==> src/rtl/muldiv_unit.sv <==
// Iterative RV32M multiply/divide unit: shift-add multiply and restoring divide, one bit per cycle.
// Optional macro MULDIV_FAST_MUL_EN: MUL* ops finish in one edge on a combinational multiplier.
module muldiv_unit #(
   parameter int XLEN = 32
) (
   input  logic            CLK,
   input  logic            rst,
   input  logic            start,
   input  logic            flush,
   input  logic [2:0]      funct3,
   input  logic [XLEN-1:0] a,
   input  logic [XLEN-1:0] b,
   input  logic [4:0]      rd_in,
   output logic            busy,
   output logic            done,
   output logic [XLEN-1:0] result,
   output logic [4:0]      rd_out,
   output logic            we_out,
   output logic [1:0]      state_dbg
);
   typedef enum logic [1:0] {IDLE = 2'd0, CALC = 2'd1, FIX = 2'd2, DONE = 2'd3} state_t;
   localparam int CW = $clog2(XLEN);
   localparam logic [XLEN-1:0] MIN_INT = {1'b1, {(XLEN-1){1'b0}}};

   state_t            state, state_nxt;
   logic [CW-1:0]     cnt;
   logic [2:0]        op;
   logic              neg;
   logic [XLEN-1:0]   opnd;
   logic [XLEN-1:0]   rem;
   logic [2*XLEN-1:0] acc;

   logic            sign_a, sign_b, a_neg, b_neg, neg_in, special, fast, accept;
   logic [XLEN-1:0] mag_a, mag_b, special_val, fast_val;
   logic [XLEN:0]   add_sum, shifted, diff;

   // Sign-correct the magnitude result and pick the word the opcode asks for.
   function automatic logic [XLEN-1:0] pick(input logic [2:0] f, input logic n,
                                             input logic [2*XLEN-1:0] prod,
                                             input logic [XLEN-1:0] quo,
                                             input logic [XLEN-1:0] rmd);
      logic [2*XLEN-1:0] p;
      p = n ? -prod : prod;
      case (f)
         3'b000:                 pick = p[XLEN-1:0];
         3'b001, 3'b010, 3'b011: pick = p[2*XLEN-1:XLEN];
         3'b100, 3'b101:         pick = n ? -quo : quo;
         default:                pick = n ? -rmd : rmd;
      endcase
   endfunction

   always_comb begin
      sign_a = (funct3 == 3'b001) || (funct3 == 3'b010) || (funct3 == 3'b100) || (funct3 == 3'b110);
      sign_b = (funct3 == 3'b001) || (funct3 == 3'b100) || (funct3 == 3'b110);
      a_neg  = sign_a & a[XLEN-1];
      b_neg  = sign_b & b[XLEN-1];
      mag_a  = a_neg ? -a : a;
      mag_b  = b_neg ? -b : b;
      neg_in = (funct3[2] & funct3[1]) ? a_neg : (a_neg ^ b_neg);
      special     = 1'b0;
      special_val = '0;
      if (funct3[2]) begin
         if (b == '0) begin
            special     = 1'b1;
            special_val = funct3[1] ? a : '1;
         end else if (!funct3[0] && a == MIN_INT && b == '1) begin
            special     = 1'b1;
            special_val = funct3[1] ? '0 : MIN_INT;
         end
      end
   end

`ifdef MULDIV_FAST_MUL_EN
   assign fast     = ~funct3[2];
   assign fast_val = pick(funct3, neg_in, {{XLEN{1'b0}}, mag_a} * {{XLEN{1'b0}}, mag_b}, '0, '0);
`else
   assign fast     = 1'b0;
   assign fast_val = '0;
`endif

   assign busy      = (state == CALC) || (state == FIX);
   assign done      = (state == DONE);
   assign we_out    = done & (|rd_out);
   assign state_dbg = state;
   assign accept    = start & ~busy & ~flush;

   // One iteration of each algorithm; only the one matching op[2] is committed.
   always_comb begin
      add_sum = {1'b0, acc[2*XLEN-1:XLEN]} + (acc[0] ? {1'b0, opnd} : '0);
      shifted = {rem, acc[XLEN-1]};
      diff    = shifted - {1'b0, opnd};
   end

   always_comb begin
      state_nxt = state;
      case (state)
         IDLE, DONE: begin
            if (accept) state_nxt = (special || fast) ? DONE : CALC;
            else        state_nxt = IDLE;
         end
         CALC:    if (cnt == CW'(XLEN-1)) state_nxt = FIX;
         FIX:     state_nxt = DONE;
         default: state_nxt = IDLE;
      endcase
      if (flush) state_nxt = IDLE;
   end

   always_ff @(posedge CLK or negedge rst) begin
      if (!rst) state <= IDLE;
      else      state <= state_nxt;
   end

   // Mul: opnd=|a|, acc={0,|b|}. Div: opnd=|b| (divisor), acc low word=|a| becomes the quotient.
   always_ff @(posedge CLK or negedge rst) begin
      if (!rst) begin
         cnt    <= '0;
         op     <= '0;
         neg    <= 1'b0;
         opnd   <= '0;
         rem    <= '0;
         acc    <= '0;
         result <= '0;
         rd_out <= '0;
      end else if (accept) begin
         cnt    <= '0;
         op     <= funct3;
         neg    <= neg_in;
         rd_out <= rd_in;
         rem    <= '0;
         opnd   <= funct3[2] ? mag_b : mag_a;
         acc    <= {{XLEN{1'b0}}, (funct3[2] ? mag_a : mag_b)};
         if (special)   result <= special_val;
         else if (fast) result <= fast_val;
      end else if (!flush) begin
         if (state == CALC) begin
            cnt <= cnt + 1'b1;
            if (!op[2]) begin
               acc <= {add_sum, acc[XLEN-1:1]};
            end else if (!diff[XLEN]) begin
               rem             <= diff[XLEN-1:0];
               acc[XLEN-1:0]   <= {acc[XLEN-2:0], 1'b1};
            end else begin
               rem             <= shifted[XLEN-1:0];
               acc[XLEN-1:0]   <= {acc[XLEN-2:0], 1'b0};
            end
         end else if (state == FIX) begin
            result <= pick(op, neg, acc, acc[XLEN-1:0], rem);
         end
      end
   end
endmodule

==> config.mk <==
export PLATFORM = sky130hd
export DESIGN_NAME = muldiv_unit
export DESIGN_NICKNAME = d
export VERILOG_FILES = /design/src/rtl/muldiv_unit.sv
export SDC_FILE = /design/constraint.sdc
export NUM_CORES = 1
export LEC_CHECK = 0
export ABC_CLOCK_PERIOD_IN_PS = 6620
export BUFFER_PORTS_ARGS = -buffer_cell sky130_fd_sc_hd__buf_2
export CAP_MARGIN = 20
export CORE_AREA = 2 2 192 194
export CTS_BUF_LIST = sky130_fd_sc_hd__clkbuf_16
export DETAILED_ROUTE_END_ITERATION = 12
export DIE_AREA = 0 0 194 196
export PLACE_DENSITY = 0.71
export SLEW_MARGIN = 0
export SYNTH_ARGS = -nofsm -noshare
export SYNTH_HDL_FRONTEND = slang
export SYNTH_SLANG_ARGS = --single-unit
==> constraint.sdc <==
create_clock -name CLK -period 6.62 [get_ports CLK]
set_clock_uncertainty 0.2 [all_clocks]
set_input_delay 0.993 -clock CLK [delete_from_list [all_inputs] [get_ports CLK]]
set_output_delay 0.993 -clock CLK [all_outputs]
set_load 0.1 [all_outputs]
==> run_results.csv <==
group,metric,value,unit
timing,period_minus_slack,4620,ps
synthesis,syn_area,15900,sq um
synthesis,netlist_instances,2070,
setup_path,cp_slowest_cell,"a211oi_4",
setup_path,path_buf_inv,2,
clock_network,cts_sinks,176,
clock_network,cts-root-buf,"clkbuf_16",
drt,drt_first_pass_iters,6,
setup_path,cp_slowest_stage_delay,750,ps
placed_design,place_inst,2549,
synthesis,synthArstFlopShare,1.00,
run,maxCapViolCount,0,
global_routing,grt_pass1_vias,14754,
setup_path,crit_top_cell,"or3_4",
drt,drc_errors,0,
synthesis,yosysSeqAreaShare,0.276,
cells_and_area,drive_above_1_share,0.100,
clock_network,cts_resized,0,
floorplanning,die_w,194,um
timing,max_freq,0.216,GHz
clock_network,cts_made_buffers,17,
synthesis,yosysTopAreaCell,"dfrtp_1",
worst_hold_path,min_path_type,"input pin to asynchronous set/reset pin",
synthesis,yosys_warnings,0,
placed_design,io_buffers,117,
synthesis,synth_top_area_frac,0.276,
setup_path,endpoint_kind,"flop",
drt,finalWirelength,57.2,mm
setup_path,arrival,4750,ps
global_routing,grt_use_total,0.295,
placed_design,dpl_cell_area,16800,sq um
cells_and_area,area.growth.synth_to_final,8.91,%
timing,drv_slew,0,
synthesis,synth_edf_count,0,
synthesis,yosys_register_bits,176,
cells_and_area,fin_util,0.481,
drt,postRouteAntennaNets,0,
power_and_ir_drop,leakagePower,7.60,nW
synthesis,synthDistinctLibCells,83,
setup_path,cp_cell_sequence,"buf_2, inv_1, ha_1, or4b_1, or3_4, or3_4, or4_4, nor4_4, o21bai_2, a211oi_4, mux2i_1, o21ai_0",
cells_and_area,diodes,0,
synthesis,synth_compound_area_frac,0.271,
synthesis,synth-xor-area-share,0.104,
setup_path,worstSetupPathType,"input pin to flop",
setup_path,required,6750,ps
timing,final-setup-viol-count,0,
synthesis,synth.area.top_cells,"dfrtp_1, o21ai_0, ha_1",
timing,finalSetupTns,0,ps
clock_network,post-cts-setup-buffer-count,0,
floorplanning,coreArea,36100,sq um
floorplanning,die_h,196,um
timing,finalCritPeriodShare,0.698,
synthesis,syn_area_per_cell,7.70,sq um
power_and_ir_drop,cellPowerDensity,458,nW/um^2
global_routing,grt_pass1_wl,87.2,mm
drt,viasPerCell,6.35,
timing,relSlewSlack,0.322,
timing,hold_violations,0,
clock_network,cts_tree,"built",
setup_path,worstPathMaxFanout,19,
placed_design,dp_hpwl,43.7,mm
cells_and_area,final_cell_area,17400,sq um
floorplanning,pin_count,118,
setup_path,critPathTopFamily,"simple AND/OR/NAND/NOR gates",
clock_network,ctsLongestPathBuffers,2,
synthesis,synth_top_family_by_area,"compound AO/OA/AOI/OAI gates",
synthesis,synth_simple_gate_area_frac,0.205,
cells_and_area,nets,2254,
timing,rsz0062_at_grt,"no",
cells_and_area,fillers,3557,
drt,vias,16385,
clock_network,clkTransAtPathRegs,80,ps
run_status,status,"finished, final reports clean",
drt,drt_iter0_markers,1821,
clock_network,worstSkewPairLatency,460,ps
power_and_ir_drop,design_power_total,7.95,mW
synthesis,synth_fa_ha_area_frac,0.0614,
clock_network,hold_buffers,0,
power_and_ir_drop,vdd_drop_max,0.551,mV
floorplanning,die-area,38000,sq um
synthesis,synth_fp_nets,2223,
clock_network,h-tree-depth,4,
drt,routedWlPerCell,22.2,um
synthesis,yosys_most_used_dff,"dfrtp_1",
global_routing,grt_antenna_before_repair,1,
floorplanning,fp-row-count,70,
cells_and_area,fin_cells,2582,
floorplanning,start_util,0.442,
setup_path,start_kind,"input pin",
timing,max_slew.worst_pin.slew,1020,ps
placed_design,gp_congestion,0.963,
synthesis,synthMuxAreaShare,0.0334,
global_routing,grt_max_degree,83,
global_routing,grt_overflow,0,
==> kinds of logic (layout without fill, tap and decap cells) <==
| logic type | count (synthesis) | after routing |
|---|---|---|
| compound gates | 678 | 678 |
| xor+xnor | 189 | 189 |
| fa+ha+maj | 77 | 77 |
| buf+inv | 198 | 242 |
| flops | 176 | 176 |
| mux | 53 | 53 |
| simple gates | 699 | 699 |
==> path summary, 6_finish.rpt <==
check,cells after the start,end,slack (ps),from
setup / recovery,12,result[29],2000,b[1]
hold / removal,1,rem[30],280,rst
setup reg to reg,12,acc[59],2070,acc[0]
hold reg to reg,2,opnd[7],290,opnd[7]
max in group asynchronous,2,op[2],4590,rst
min in group CLK,2,opnd[7],290,opnd[7]
==> synth_stat cells, types with 18 or more instances <==
cell type,n
a21oi_1,140
xnor2_1,82
dfrtp_1,176
nand2b_1,24
xor2_1,107
o21ai_0,219
nand2_1,242
inv_1,70
a31oi_1,23
nand3_1,59
o311ai_0,18
or3_1,26
or4_1,24
mux2i_1,51
a21o_1,26
nor2_1,193
clkbuf_1,103
o31ai_1,37
o22ai_1,28
o211ai_1,52
nor3_1,34
ha_1,75
==> per-layer routing <==
metal  GRT usage  up-vias  part of all wire
met5           0        -           0.00024
met4       0.162        2             0.057
met3      0.0454      141             0.078
met2       0.459      769              0.44
met1       0.395     7883              0.43
li1            -     7590                 -
==> placed cells by master (no fill, tap or decap), types with 13 or more instances in the layout <==
master / count
o21a_1: 16
nand2b_1: 23
or3_1: 26
buf_4: 21
a31oi_1: 23
o311ai_0: 18
clkbuf_16: 17
nor3_1: 33
a21o_1: 26
nand4_1: 17
o22ai_1: 28
inv_1: 70
o31ai_1: 37
nand2_1: 242
a21oi_1: 139
nand3_1: 59
o211ai_1: 52
mux2i_1: 51
xor2_1: 107
ha_1: 75
nor4_1: 16
dfrtp_1: 174
buf_2: 116
nor2_1: 191
o21ai_0: 218
or4_1: 24
and3_1: 13
xnor2_1: 82
o41ai_1: 16
==> report_power, final <==
part           total [mW]  leakage [nW]  switching [mW]  internal [mW]
combinational        4.96          5.05            3.46           1.50
sequential           1.99          2.29           0.538           1.45
clock               0.995         0.260           0.504          0.492
==> worst reg2reg max path, stage by stage, from the launching register on <==
cell,delay (ps)
dfrtp_1,440
inv_1,760
nor2_1,220
fa_1,490
a21oi_1,210
o21ai_0,170
o22ai_1,360
o21ai_0,310
o211ai_1,380
a31oi_1,170
o2111a_1,310
or3_1,380
nand3_1,80
==> metrics by stage <==
step	hold WS (ps)	worst slack [ps]
4_1_cts	279	2050
3_5_place_dp	277	1560
6_report	279	2000
2_1_floorplan	250	2260
5_1_grt	297	1760
3_3_place_gp	266	1640
==> final cells by class <==
cell class | instances | area, sq um | area share
timing repair buffer | 139 | 757 | 0.0436
clock inverter | 15 | 125 | 0.00721
tap | 468 | 586 | 0.0337
inverter | 71 | 267 | 0.0154
clock buffer | 17 | 425 | 0.0245
sequential | 176 | 4410 | 0.254
multi-input combinational | 1696 | 10800 | 0.622
==> state kept, by name (all words and copies together) (netlist names) <==
signal / count
state_dbg: 2
rem: 32
acc: 64
rd_out: 5
cnt: 5
opnd: 32
op: 3
result: 32
neg: 1
Power figures use the tool's default switching activity.
